## src/rtl/lane_packer16.sv

```systemverilog
// Packs per-lane predicted bits from markov16 into words and queues them in a small
// valid/ready FIFO; a flush command drains every partially filled lane as a short word.
module lane_packer16 #(
    parameter int WORD_W     = 8,
    parameter int FIFO_DEPTH = 4,
    parameter int LEN_W      = $clog2(WORD_W + 1)
) (
    input  logic              clk,
    input  logic              reset,
    input  logic              in_valid,
    input  logic              bit_in,
    input  logic [3:0]        lane,
    output logic              in_ready,
    input  logic              flush,
    output logic              out_valid,
    input  logic              out_ready,
    output logic [WORD_W-1:0] out_word,
    output logic [3:0]        out_lane,
    output logic [LEN_W-1:0]  out_len,
    output logic              flush_done
);

    localparam int PTR_W = $clog2(FIFO_DEPTH);
    localparam int OCC_W = PTR_W + 1;
    localparam int ENT_W = WORD_W + 4 + LEN_W;

    localparam logic [0:0] IDLE  = 1'b0;
    localparam logic [0:0] FLUSH = 1'b1;

    logic [WORD_W-1:0] shreg [16];
    logic [LEN_W-1:0]  cnt   [16];

    logic [ENT_W-1:0]  fifo_mem [FIFO_DEPTH];
    logic [PTR_W-1:0]  wr_ptr;
    logic [PTR_W-1:0]  rd_ptr;
    logic [OCC_W-1:0]  occ;

    logic [0:0]        state;
    logic [3:0]        scan_idx;
    logic              flush_done_q;

    logic              fifo_full;
    logic              fifo_empty;
    logic              accept;
    logic              pop;
    logic              push;
    logic [ENT_W-1:0]  push_data;

    logic [LEN_W-1:0]  cur_cnt;
    logic [WORD_W-1:0] ins_word;
    logic              word_done;
    logic [LEN_W-1:0]  scan_cnt;
    logic              scan_busy;
    logic              scan_adv;

    logic [WORD_W-1:0] head_word;
    logic [3:0]        head_lane;
    logic [LEN_W-1:0]  head_len;

    // Full is the registered occupancy only, so a pop never frees a slot in the same cycle.
    assign fifo_full  = (occ == OCC_W'(FIFO_DEPTH));
    assign fifo_empty = (occ == '0);
    assign in_ready   = (state == IDLE) && !fifo_full;
    assign accept     = in_valid && in_ready;
    assign out_valid  = !fifo_empty;
    assign pop        = out_valid && out_ready;
    assign flush_done = flush_done_q;

    assign cur_cnt   = cnt[lane];
    assign word_done = (cur_cnt == LEN_W'(WORD_W - 1));
    assign scan_cnt  = cnt[scan_idx];
    assign scan_busy = (scan_cnt != '0);
    assign scan_adv  = (state == FLUSH) && (!scan_busy || !fifo_full);

    always_comb begin
        ins_word = shreg[lane];
        for (int b = 0; b < WORD_W; b++) begin
            if (cur_cnt == LEN_W'(b)) begin
                ins_word[b] = bit_in;
            end
        end
    end

    // Input pushes only happen in IDLE and scan pushes only in FLUSH, so they never collide.
    always_comb begin
        push      = 1'b0;
        push_data = '0;
        if (accept && word_done) begin
            push      = 1'b1;
            push_data = {ins_word, lane, LEN_W'(WORD_W)};
        end else if ((state == FLUSH) && scan_busy && !fifo_full) begin
            push      = 1'b1;
            push_data = {shreg[scan_idx], scan_idx, scan_cnt};
        end
    end

    always_ff @(posedge clk) begin
        if (reset) begin
            for (int i = 0; i < 16; i++) begin
                shreg[i] <= '0;
                cnt[i]   <= '0;
            end
            wr_ptr       <= '0;
            rd_ptr       <= '0;
            occ          <= '0;
            state        <= IDLE;
            scan_idx     <= '0;
            flush_done_q <= 1'b0;
        end else begin
            flush_done_q <= 1'b0;

            if (accept) begin
                if (word_done) begin
                    shreg[lane] <= '0;
                    cnt[lane]   <= '0;
                end else begin
                    shreg[lane] <= ins_word;
                    cnt[lane]   <= cur_cnt + LEN_W'(1);
                end
            end

            case (state)
                IDLE: begin
                    if (flush) begin
                        state    <= FLUSH;
                        scan_idx <= '0;
                    end
                end
                FLUSH: begin
                    if (scan_adv) begin
                        if (scan_busy) begin
                            shreg[scan_idx] <= '0;
                            cnt[scan_idx]   <= '0;
                        end
                        if (scan_idx == 4'd15) begin
                            state        <= IDLE;
                            flush_done_q <= 1'b1;
                        end else begin
                            scan_idx <= scan_idx + 4'd1;
                        end
                    end
                end
                default: state <= IDLE;
            endcase

            if (push) begin
                wr_ptr <= wr_ptr + PTR_W'(1);
            end
            if (pop) begin
                rd_ptr <= rd_ptr + PTR_W'(1);
            end
            case ({push, pop})
                2'b10:   occ <= occ + OCC_W'(1);
                2'b01:   occ <= occ - OCC_W'(1);
                default: ;
            endcase
        end
    end

    always_ff @(posedge clk) begin
        if (push) begin
            fifo_mem[wr_ptr] <= push_data;
        end
    end

    // Outputs read as zero whenever nothing is queued, hiding stale FIFO contents.
    assign {head_word, head_lane, head_len} = fifo_mem[rd_ptr];
    assign out_word = fifo_empty ? '0 : head_word;
    assign out_lane = fifo_empty ? '0 : head_lane;
    assign out_len  = fifo_empty ? '0 : head_len;

endmodule

```

## config.mk

```make
export PLATFORM = sky130hd
export DESIGN_NAME = lane_packer16
export DESIGN_NICKNAME = d
export VERILOG_FILES = /design/src/rtl/lane_packer16.sv
export SDC_FILE = /design/constraint.sdc
export NUM_CORES = 1
export LEC_CHECK = 0
export CORE_MARGIN = 2
export CORE_UTILIZATION = 25
export CTS_CLUSTER_DIAMETER = 100
export DETAILED_ROUTE_END_ITERATION = 10
export PLACE_DENSITY = 0.39
export REMOVE_ABC_BUFFERS = 1
export SYNTH_ARGS = -nofsm -noshare
export SYNTH_HDL_FRONTEND = slang
export SYNTH_SLANG_ARGS = --single-unit
```

## constraint.sdc

```tcl
create_clock -name clk -period 6.4 [get_ports clk]
set_input_delay 1.92 -clock clk [delete_from_list [all_inputs] [get_ports clk]]
set_output_delay 1.92 -clock clk [all_outputs]
set_load 0.1 [all_outputs]
```

# Word-level counts from Yosys, hierarchy flattened
# Memories as Yosys holds them, arrays and structs flattened. A register that Yosys moved wholly into a read port is not among the register bits.
# Index checks and enable logic that the tools add are counted.
dict set report word_totals {
  out_inout_bits 19
  wordCells 116
  regBits 13
  mem_bits_rw 256
  memories 3
}
dict set report op_classes {
  muxes 62
  add_sub_neg 6
  n_reduce_logical 21
  n_bitwise 4
  n_eq_ne 14
}
# memory words word_bits rd rd_ports_with_merged_regs write_ports line
set memory_table {}
lappend memory_table {shreg 16 8 2 1 16 30} ;# logic [WORD_W-1:0] shreg [16];
lappend memory_table {cnt 16 4 2 1 16 31} ;# logic [LEN_W-1:0] cnt [16];
lappend memory_table {fifo_mem 4 16 1 1 1 33} ;# logic [ENT_W-1:0] fifo_mem [FIFO_DEPTH];
# op count
set op_table {}
lappend op_table {{two-way mux 4 bit} 16}
lappend op_table {{two-way mux 1 bit} 35}
lappend op_table {{two-way mux 16 bit} 2}
lappend op_table {{two-way mux 8 bit} 4}
lappend op_table {{== test 4 x 3 -> 1 bit, second input constant} 4}
lappend op_table {{OR reduction 8 bit} 2}
lappend op_table {{adder 4 x 1 -> 4 bit, second input constant} 2}
lappend op_table {{== test 4 x 2 -> 1 bit, second input constant} 2}
lappend op_table {{case mux 4 bit (2 select lines)} 1}
lappend op_table {{OR reduction 4 bit} 2}
lappend op_table {{logical AND 1 bit} 7}
lappend op_table {{case mux 3 bit (2 select lines)} 1}
lappend op_table {{adder 2 x 1 -> 2 bit, second input constant} 2}
lappend op_table {{== test 4 x 1 -> 1 bit, second input constant} 1}
lappend op_table {{== test 4 bit, second input constant} 1}
lappend op_table {{zero test 4 bit} 1}
lappend op_table {{two-way mux 2 bit} 2}
lappend op_table {{inequality test 2 bit, second input constant} 2}
lappend op_table {{nonzero test 4 bit} 1}
lappend op_table {{adder 3 x 1 -> 3 bit, second input constant} 1}
lappend op_table {{== test 3 bit, second input constant} 1}
lappend op_table {{zero test 1 bit} 3}
lappend op_table {{zero test 3 bit} 1}
lappend op_table {{AND reduction 3 bit} 1}
lappend op_table {{other kinds (10)} 12}

# Depth between registers and ports, before layout
# Gate-level depths: netlist of run 1.
dict set report depth {
  depth_word 11
  mapped_depth 17
  mapped_depth_nobuf 14
}

# Worst setup path after synthesis of run 1
# No wires, ideal clock.
dict set report synth_timing {
  path_type {in2reg}
  from {input lane[0]}
  to {register occ[2]}
  setup_ns 0.071
  t_arrival_ns 5.280
  path_buffers 3
  cell_stages 17
  slack_ns 1.050
  t_required_ns 6.329
  cell_sequence {buf_6 buf_8 buf_6 mux4_2 mux4_2 ha_1 inv_1 nor2_1 nand2_2 nand2_1 inv_1 ha_1 inv_1 fa_1 xor2_1 or3_1 a21oi_1}
}
dict set report synth_between {
  elab_chain_cells 6
  elab_cells_between_ends 8
  cone_classes {eq/ne (3); mux (2); reduce/logical (2); memory (1)}
}
# item line
set synth_lines {}
lappend synth_lines {{start: declaration} 12} ;# input logic [3:0] lane,
lappend synth_lines {{memory read (16 x 4 bit) (*)} --}
lappend synth_lines {{== test 4 x 3 -> 1 bit (*)} 70} ;# assign word_done = (cur_cnt == LEN_W'(WORD_W - 1));
lappend synth_lines {{logical AND 1 bit (*)} 88} ;# if (accept && word_done) begin
lappend synth_lines {{two-way mux 1 bit (*)} 88}
lappend synth_lines {{== test 2 x 1 -> 1 bit or == test 2 bit (tied branches)} 152} ;# case ({push, pop})
lappend synth_lines {{case mux 3 bit (2 select lines) or nonzero test 2 bit (tied branches)} --}
lappend synth_lines {{end signal: assignment} 153} ;# 2'b10: occ <= occ + OCC_W'(1);
lappend synth_lines {{end signal: assignment} 154} ;# 2'b01: occ <= occ - OCC_W'(1);
lappend synth_lines {{end: declaration} 36} ;# logic [OCC_W-1:0] occ;
# Mark *: on every way between the ends. The rest lies on a longest branch, timed or not.
# A chain may end at the register's enable or synchronous reset.

# Worst setup path in the final report of run 1
# Ends and elaborated chain as after synthesis.

==> results_dict.tcl, run 1 <==
set metrics [dict create \
    status "complete, no violations" \
    gr-total-overflow 0 \
    global_route_wire_length_before_repair_um 61400 \
    top_signal_layer_used "met4" \
    cts.reportedPaths.clkPinSlew_ns 0.07 \
    post-dp-hpwl_um 29500 \
    start_kind "primary input" \
    dr.first_iter.drc_count 578 \
    synth.avg_cell_area_um2 15.3 \
    timing.critical_path.required_ns 6.90 \
    power.density_mw_per_mm2 318 \
    clock_tree.root_cell "clkbuf_16" \
    yosys.cell_count.top_type "edfxtp_1" \
    port_buffer_count 28 \
    first_global_vias 8478 \
    timing.clock.skew_ns 0.0155 \
    tritoncts.num_buffers 31 \
    synth.distinct_cells 62 \
    antenna_found_initial 1 \
    finalSetupTns_ns 0 \
    cts_tree "yes" \
    grt_setup_unrepaired "false" \
    setup_viol_count_final 0 \
    nets 993 \
    leak_pwr_nw 5.37 \
    criticalPathCategory "primary input to flop" \
    clockPowerShare_pct 34.1 \
    crit_path_max_fanout 23 \
    grtUsageTotal_pct 14.0 \
    globalplace.congestion 0.797 \
    die_x_um 245 \
    netlist.area_leader.share_pct 53.0 \
    yosys-top-cells-count "edfxtp_1, and2_1, mux4_2, nand2_1, nor2b_1" \
    critical_path_data_arrival_time_ns 5.59 \
    boundary_pins 29 \
    maxClockFrequency_ghz 0.197 \
    coreArea_mm2 0.0575 \
    timing.max_cap.violations 0 \
    wl_met1_um 19300 \
    power.switching_mw 1.72 \
    fin_cells 1760 \
    fin_crit_ns 5.09 \
    chipHeight_um 245 \
    flop_pwr_share_pct 40.6 \
    post-cts-setup-buffer-count 0 \
    part_of_the_total_power_dissipated_in_combinational_logic_pct 25.3 \
    critPathMostFrequentCell "inv_1" \
    period_share_pct 79.5 \
    layout-drive-gt1-share_pct 24.6 \
    post_cts_resize_count 0 \
    post-place-cells 1704 \
    yosys_warnings 0 \
    post-route-drc-count 0 \
    ys.flop_type "edfxtp_1" \
    cell_types_with_the_largest_area_share_after_synthesis "edfxtp_1, mux4_2, and2_1, dfxtp_1, nor2b_1" \
    cp-end-kind "flop" \
    fillers 5780 \
    p_int_mw 3.53 \
    power.switching_fraction_pct 32.8 \
    synth.ff_latch_count 275 \
    post_synth_inst_count 950 \
    synthDominantAreaCellType "edfxtp_1" \
    synth_enable_flop_cells 256 \
    postSynth.asyncResetShare_pct 0 \
    insertion_delay_ns 0.58 \
    antennaDiodeCount 0 \
    crit_path_cell_trace "buf_4, mux4_2, mux4_2, ha_1, inv_1, nor2_1, nand2_2, nand2_1, inv_1, ha_1, inv_1, fa_1, xor2_1, or3_1, a21oi_1" \
    die_footprint_mm2 0.0599 \
    tritoncts_num_sinks 275 \
    grt_start_max_net_pins 40 \
    final_antenna_net_count 0 \
    area_delta_synth_final_pct 14.1 \
    report.final.slew_viol_count 0 \
    drt-pass1-iter-count 5 \
    timing.critical_path.slowest_cell_delay_ns 0.59 \
    route.final.wire_length_um 41300 \
    synth_sequential_area_ratio_pct 55.7 \
    worst_slew_margin_rel_pct 18.3 \
    synth_area_mm2 0.0145 \
    worst_pin_slew_ns 1.22 \
    cts_hold_buf 0 \
    hold_class "flop to flop" \
    met3WireLength_um 1850 \
    placement_rows 88 \
    wl_per_cell_um 23.5 \
    hold_viol 0 \
    clock_tree.htree_level_count 1 \
    via_count 8207 \
    critical-path-slowest-cell "mux4_2" \
    initial_core_util_pct 25.2 \
    detailroute.wirelength.met2_um 19400 \
    clockBufferDepth 3 \
    avgViaCountPerCell 4.66 \
    vdd.ir_drop.worst_v 0.000260 \
]
-- state kept, by name, summed over array words and instances, names as in the netlist, named ones only --
name / count
shreg: 128
cnt: 64
fifo_mem: 64
scan_idx: 4
occ: 3
rd_ptr: 2
wr_ptr: 2
flush_done: 1
state: 1
-- power groups by stage --
stage / Clock (mW) / Sequential (mW) / Combinational, mW
3_5_place_dp: 0 / 2.17 / 1.35
3_3_place_gp: 0 / 2.17 / 1.35
2_1_floorplan: 0 / 2.17 / 0.952
6_report: 1.79 / 2.13 / 1.33
5_1_grt: 1.90 / 2.15 / 1.41
4_1_cts: 1.84 / 2.13 / 1.35
-- metal layers --
layer	GRT usage, %	vias up
li1	-	3685
met1	20.0	4294
met2	22.4	179
met3	2.19	49
met4	2.99	0
met5	0	-
-- kinds of logic after synthesis --
kind of cell	synth area share, %
buf+inv	3.88
mux	21.2
xor+xnor	0.414
simple gates	13.3
compound gates	4.49
fa+ha+maj	1.00
flops	55.7
-- layout make-up --
cell class              count  area [um^2]  share of cell area (%)
clock inverters            18          193                    1.17
repair buffers             64          543                    3.28
multi-input cells         572         5860                    35.5
clock buffers              38          802                    4.85
well taps                 765          957                    5.79
flip-flops and latches    275         8070                    48.8
inverters                  28          105                   0.636
-- cell usage in the layout (no fill, tap or decap), types with 2 or more instances in the layout --
master	instances
a21oi_1	9
a21oi_2	3
a221oi_1	7
a22oi_1	3
and2_1	165
buf_4	37
bufinv_16	4
clkbuf_1	7
clkbuf_16	31
clkdlybuf4s50_1	26
clkinv_1	6
clkinv_2	5
dfxtp_1	17
edfxtp_1	256
ha_1	10
inv_1	27
mux2i_1	19
mux2i_2	3
mux4_2	124
nand2_1	33
nand2b_1	10
nand3_1	12
nor2_1	27
nor2_2	5
nor2b_1	33
nor3_1	24
nor3b_1	2
o21ai_0	3
o21ai_1	4
o22a_1	3
o22ai_1	15
o22ai_2	2
o32ai_2	3
o32ai_4	5
or2_1	5
or2_2	8
or3_1	8
or4_1	2
xnor2_1	2
xor2_1	3
-- worst max-delay path, delay by kind of cell --
family | cells | cell delay [ns]
buffers and inverters | 4 | 0.75
muxes | 2 | 1.17
and+or+nand+nor | 4 | 0.60
AOI/OAI and AO/OA | 1 | 0.14
xor gates and xnor gates | 1 | 0.15
adders and majority gates | 3 | 0.82
-- worst paths after layout --
kind | cells past startpoint | slack (ns) | to | from
max | 15 | 1.31 | occ[2] | lane[0]
min | 2 | 0.52 | wr_ptr[1] | wr_ptr[1]
max reg2reg | 14 | 1.68 | occ[2] | flop
min reg2reg | 2 | 0.52 | wr_ptr[1] | wr_ptr[1]
-- metrics by stage --
step	cell area, um^2	util [%]	hold slack, ns	setup WS [ns]	power, mW
finish	16500	28.8	0.515	1.31	5.26
CTS	16500	28.8	0.516	1.25	5.33
detailed placement	15500	27.0	0.509	0.700	3.52
floorplan	14000	-	0.469	0.399	3.13
global route	16500	28.8	0.547	1.08	5.46
global placement	15500	27.0	0.504	0.713	3.52
Power figures use the tool's default switching activity.
==> run 2, diff against run 1 <==
- clock period: 6.4 -> 4.9 ns (I/O delays scaled with it)
==> run 2 against run 1 <==
  * Worst hold slack barely moved
  * Critical path type is now flop to flop
  * Routed wire length fell by 1.5%
  * Clock-buffer cell count rose by 1
  * Utilization rose by 0.55 points
  * Highest routed layer unchanged
  * Final area rose by 1.9%
  * Clock skew barely moved
  * Critical path depth fell by 1
  * Sequential power rose by 31%
  * Register-to-register slack got worse by 0.97 ns
  * Sequential share of layout area fell by 0.91 points
  * Total power rose by 34%
  * Final cell count rose by 2.2%
==> results_dict.tcl, run 2 (synthesis gave the netlist of run 1 again) <==
set metrics [dict create \
    status "complete, no violations" \
    initial_core_util_pct 25.2 \
    vdd.ir_drop.worst_v 0.000347 \
    clockPowerShare_pct 35.5 \
    largest_register_ff_count 128 \
    boundary_pins 29 \
    drt-pass1-iter-count 5 \
    largest_register "shreg" \
    critPathMostFrequentCell "inv_1" \
    worst_pin_slew_ns 1.07 \
    mostFrequentLayoutCell "edfxtp_1" \
    cts_tree "yes" \
    port_buffer_count 28 \
    avgViaCountPerCell 4.61 \
    post-cts-setup-buffer-count 0 \
    placement_rows 88 \
    chipHeight_um 245 \
    nets 1028 \
    grt_start_max_net_pins 28 \
    setup_viol_count_final 0 \
    timing.clock.skew_ns 0.0153 \
    antennaDiodeCount 0 \
    dr.first_iter.drc_count 531 \
    reg_top3 "shreg x128, cnt x64, fifo_mem x64" \
    worst_slew_margin_rel_pct 28.1 \
    grt_setup_unrepaired "false" \
    cts_hold_buf 0 \
    timing.hold.ws_ns 0.515 \
    p_int_mw 4.73 \
    part_of_the_total_power_dissipated_in_combinational_logic_pct 24.9 \
    wl_per_cell_um 22.6 \
    antenna_found_initial 0 \
    post-dp-hpwl_um 30300 \
    power.switching_fraction_pct 32.7 \
    start_kind "flop" \
    die_x_um 245 \
    period_share_pct 85.5 \
    power.density_mw_per_mm2 417 \
    crit_path_cell_trace "nor2b_1, a221oi_1, nor3_1, nor2_1, o311ai_4, buf_4, nand2_1, inv_1, ha_1, inv_1, fa_1, xor2_1, or3_1, a21oi_1" \
    leak_pwr_nw 5.62 \
    report.final.slew_viol_count 0 \
    layout-drive-gt1-share_pct 29.2 \
    globalplace.congestion 0.783 \
    die_footprint_mm2 0.0599 \
    clock_tree.htree_level_count 2 \
    tritoncts.num_buffers 34 \
    via_count 8283 \
    timing.critical_path.required_ns 5.36 \
    fin_crit_ns 4.19 \
    clock_tree.root_cell "clkbuf_16" \
    route.final.wire_length_um 40700 \
    critical-path-slowest-cell "dfxtp_2" \
    insertion_delay_ns 0.54 \
    timing.max_cap.violations 0 \
    fillers 5755 \
    tritoncts_num_sinks 275 \
    hold_viol 0 \
    report.power.total_mw 7.03 \
    coreArea_mm2 0.0575 \
    critical_path_data_arrival_time_ns 4.65 \
    crit_path_max_fanout 15 \
    timing.critical_path.slowest_cell_delay_ns 0.57 \
    grtUsageTotal_pct 13.8 \
    power.switching_mw 2.30 \
    cts.reportedPaths.clkPinSlew_ns 0.06 \
    first_global_vias 8467 \
    post-route-drc-count 0 \
    final_antenna_net_count 0 \
    layout_common_cells "edfxtp_1, and2_1, mux4_2" \
    area_delta_synth_final_pct 16.3 \
    maxClockFrequency_ghz 0.239 \
    clockBufferDepth 3 \
    flop_pwr_share_pct 39.6 \
    cp-end-kind "flop" \
    criticalPathCategory "flop to flop" \
    hold_class "flop to flop" \
    post_cts_resize_count 0 \
    global_route_wire_length_before_repair_um 59900 \
    finalSetupTns_ns 0 \
    gr-total-overflow 0 \
    holdCritStartpoint "wr_ptr[1]" \
]
-- run 2: cell count changes in the layout (fill, tap and decap cells not counted), moves of 2 or more --
cell / delta
clkinv_1: +2
clkinv_2: +5
clkdlybuf4s50_1: -16
clkbuf_1: -5
buf_4: +47
bufinv_16: -2
clkbuf_16: +6
-- run 2: per-layer routing --
metal,vias up,track usage [%],wire (um)
met5,-,0,0
met4,0,3.80,785
met3,46,1.71,1390
met2,158,22.4,19300
met1,4314,19.3,19200
li1,3765,-,-
-- run 2: area by class of cell --
class	instances	area [um^2]	area share, %
tap	765	957	5.68
clock inverter	23	163	0.965
inverter	28	105	0.624
multi-input combinational	572	5860	34.8
sequential	275	8070	47.9
timing repair buffer	96	756	4.49
clock buffer	39	933	5.54
-- run 2: worst max-delay path, delay by kind of cell (launching register included) --
kind,cells,cell delay [ns]
compound gates,3,0.83
flops,1,0.57
fa+ha+maj,2,0.53
simple gates,5,1.59
xor+xnor,1,0.16
buf+inv,3,0.42
-- run 2: final timing paths --
check,to,slack [ns],depth (start not counted)
setup / recovery,occ[2],0.71,14
hold / removal,wr_ptr[1],0.51,2
setup reg to reg,occ[2],0.71,14
hold reg to reg,wr_ptr[1],0.51,2
-- run 2: power groups by stage --
stage               registers, mW  clock network (mW)  logic [mW]
finish                       2.78                2.50        1.75
global route                 2.80                2.64        1.86
CTS                          2.79                2.56        1.79
detailed placement           2.83                   0        1.79
global placement             2.83                   0        1.79
floorplan                    2.84                   0        1.24
-- run 2: stage by stage --
step	cells	utilization (%)	worst slack (ns)	instance area [um^2]
after floorplan	875	-	-1.10	14000
after CTS	1798	29.3	0.732	16800
final	1798	29.3	0.711	16800
after global placement	1736	27.4	0.221	15800
after detailed placement	1736	27.4	0.199	15800
after global routing	1798	29.3	0.484	16800
==> run 3, diff against run 2 <==
- CORE_ASPECT_RATIO: unset -> 1.2
==> run 3 against run 2 <==
  * First-iteration DRC count is 4.0% higher
  * Clock skew hardly changed
  * Sequential cell count is the same
  * Combinational power hardly changed
  * Routed wire length is 15% higher
  * Critical path depth up 1
  * Clock-buffer cell count increased by 8
  * Non-clock buffer count rose by 1
  * Via count increased by 2.1%
  * Final cell count decreased by 1.5%
  * Final area barely moved
  * Setup slack lost 0.073 ns
==> results_dict.tcl, run 3 (synthesis gave the netlist of run 1 again) <==
set metrics [dict create \
    clockPowerShare_pct 35.6 \
    grt-busiest-layer "met2" \
    final_util_pct 29.4 \
    grt_setup_unrepaired "false" \
    cts.reportedPaths.clkPinSlew_ns 0.06 \
    timing.hold.ws_ns 0.520 \
    timing.clock.skew_ns 0.0149 \
    worst_pin_slew_ns 0.966 \
    setup_viol_count_final 0 \
    worst_r2r_path_depth 12 \
    reg_top3 "shreg x128, cnt x64, fifo_mem x64" \
    layout-drive-gt1-share_pct 28.9 \
    tritoncts_num_sinks 275 \
    criticalPathCategory "primary input to flop" \
    antenna_found_initial 2 \
    global_route_wire_length_before_repair_um 67100 \
    hold_class "flop to flop" \
    timing.critical_path.required_ns 5.37 \
    crit_path_max_fanout 17 \
    timing.max_cap.violations 0 \
    setup.reg_to_reg.worst_slack_ns 1.00 \
    drt-pass1-iter-count 5 \
    nets 1030 \
    multi_input_area_mm2 0.00586 \
    chipHeight_um 268 \
    cts_tree "yes" \
    holdCritStartpoint "wr_ptr[1]" \
    status "complete, no violations" \
    vdd.ir_drop.worst_v 0.000224 \
    fin_crit_ns 4.26 \
    clock_tree.htree_level_count 2 \
    hold_end "wr_ptr[1]" \
    hold_viol 0 \
    clock_tree.root_cell "clkbuf_16" \
    post-route-drc-count 0 \
    grt_start_max_net_pins 34 \
    first_global_vias 8892 \
    met3_usage_pct 2.14 \
    initial_core_util_pct 25.3 \
    report.final.slew_viol_count 0 \
    clockBufferDepth 3 \
    part_of_the_total_power_dissipated_in_combinational_logic_pct 25.1 \
    worst_r2r_endpoint "occ[2]" \
    critical_path_data_arrival_time_ns 4.73 \
    mostFrequentLayoutCell "edfxtp_1" \
    placement_rows 96 \
    area_delta_synth_final_pct 16.2 \
    seq_area_mm2 0.00807 \
    cp-end-kind "flop" \
    cts_hold_buf 0 \
    flop_pwr_share_pct 39.3 \
    start_kind "primary input" \
    boundary_pins 29 \
    via_count 8453 \
    largest_register "shreg" \
    met2_track_utilization_from_global_routing_pct 28.0 \
    fillers 5683 \
    route.final.wire_length_um 46800 \
    port_buffer_count 28 \
    final_antenna_net_count 0 \
    coreArea_mm2 0.0573 \
    power.density_mw_per_mm2 420 \
    p_int_mw 4.74 \
    period_share_pct 87.0 \
    finalSetupTns_ns 0 \
    die_x_um 224 \
    insertion_delay_ns 0.54 \
    tritoncts.num_buffers 35 \
    wl_per_cell_um 26.4 \
    gr-total-overflow 0 \
    post-dp-hpwl_um 31500 \
    post-cts-setup-buffer-count 0 \
    maxClockFrequency_ghz 0.235 \
    whs_path_depth 2 \
    worst_slew_margin_rel_pct 35.4 \
    grt_util_met1_pct 20.3 \
    leak_pwr_nw 5.62 \
    avgViaCountPerCell 4.77 \
    grtUsageTotal_pct 16.0 \
    globalplace.congestion 0.762 \
    power.switching_mw 2.33 \
    power.switching_fraction_pct 33.0 \
    dr.first_iter.drc_count 552 \
    layout_common_cells "edfxtp_1, and2_1, mux4_2" \
    die_footprint_mm2 0.0599 \
    post_cts_resize_count 0 \
    largest_register_ff_count 128 \
]
[run 3: cell count changes in the layout (fill, tap and decap cells not counted), sizes merged]
cell,previous run,this run
clkbuf,39,47
diode,0,1
inv,29,28
clkinvlp,1,4
buf,86,87
clkinv,19,10
[run 3: stage by stage]
stage / power, mW / setup WS (ns) / std cells / instance area [um^2]
floorplan: 4.08 / -1.10 / 875 / 14000
global placement: 4.64 / 0.131 / 1707 / 15700
detailed placement: 4.64 / 0.0905 / 1707 / 15700
CTS: 7.18 / 0.667 / 1770 / 16800
global route: 7.33 / 0.512 / 1770 / 16800
finish: 7.07 / 0.638 / 1771 / 16800
[run 3: area by class of cell]
cell class / instances / area share [%]
sequential: 275 / 47.9
multi-input combinational: 572 / 34.8
clock buffer: 47 / 5.72
tap: 735 / 5.46
timing repair buffer: 97 / 4.68
clock inverter: 16 / 0.795
inverter: 28 / 0.624
antenna: 1 / 0.0149
[run 3: worst max-delay path: stages]
cell and delay [ns]:
buf_4 0.31, mux4_2 0.58, mux4_2 0.52, ha_1 0.24, inv_1 0.07, nor2_1 0.07, nand2_2 0.07, nand2_1 0.07
inv_1 0.08, ha_1 0.18, inv_1 0.06, fa_1 0.37, xor2_1 0.15, or3_1 0.30, a21oi_1 0.15
[run 3: worst max path at each step]
stage | startpoint | to | slack [ns] | cells after the start
6_report | lane[0] | occ[2] | 0.64 | 15
5_1_grt | lane[0] | occ[2] | 0.51 | 15
4_1_cts | lane[0] | occ[2] | 0.67 | 15
3_5_place_dp | lane[0] | occ[2] | 0.09 | 15
3_3_place_gp | lane[0] | occ[2] | 0.13 | 15
2_1_floorplan | flop | occ[2] | -1.10 | 13
[run 3: power groups by stage]
stage	Clock [mW]	Combinational, mW	Sequential [mW]
5_1_grt	2.66	1.88	2.80
4_1_cts	2.59	1.81	2.78
3_5_place_dp	0	1.81	2.83
6_report	2.52	1.77	2.78
2_1_floorplan	0	1.24	2.84
3_3_place_gp	0	1.81	2.83
[run 3: layer usage]
layer	part of all wire, %	up-vias
li1	-	3765
met1	43	4419
met2	50	194
met3	3.5	75
met4	3.2	0
met5	0	-
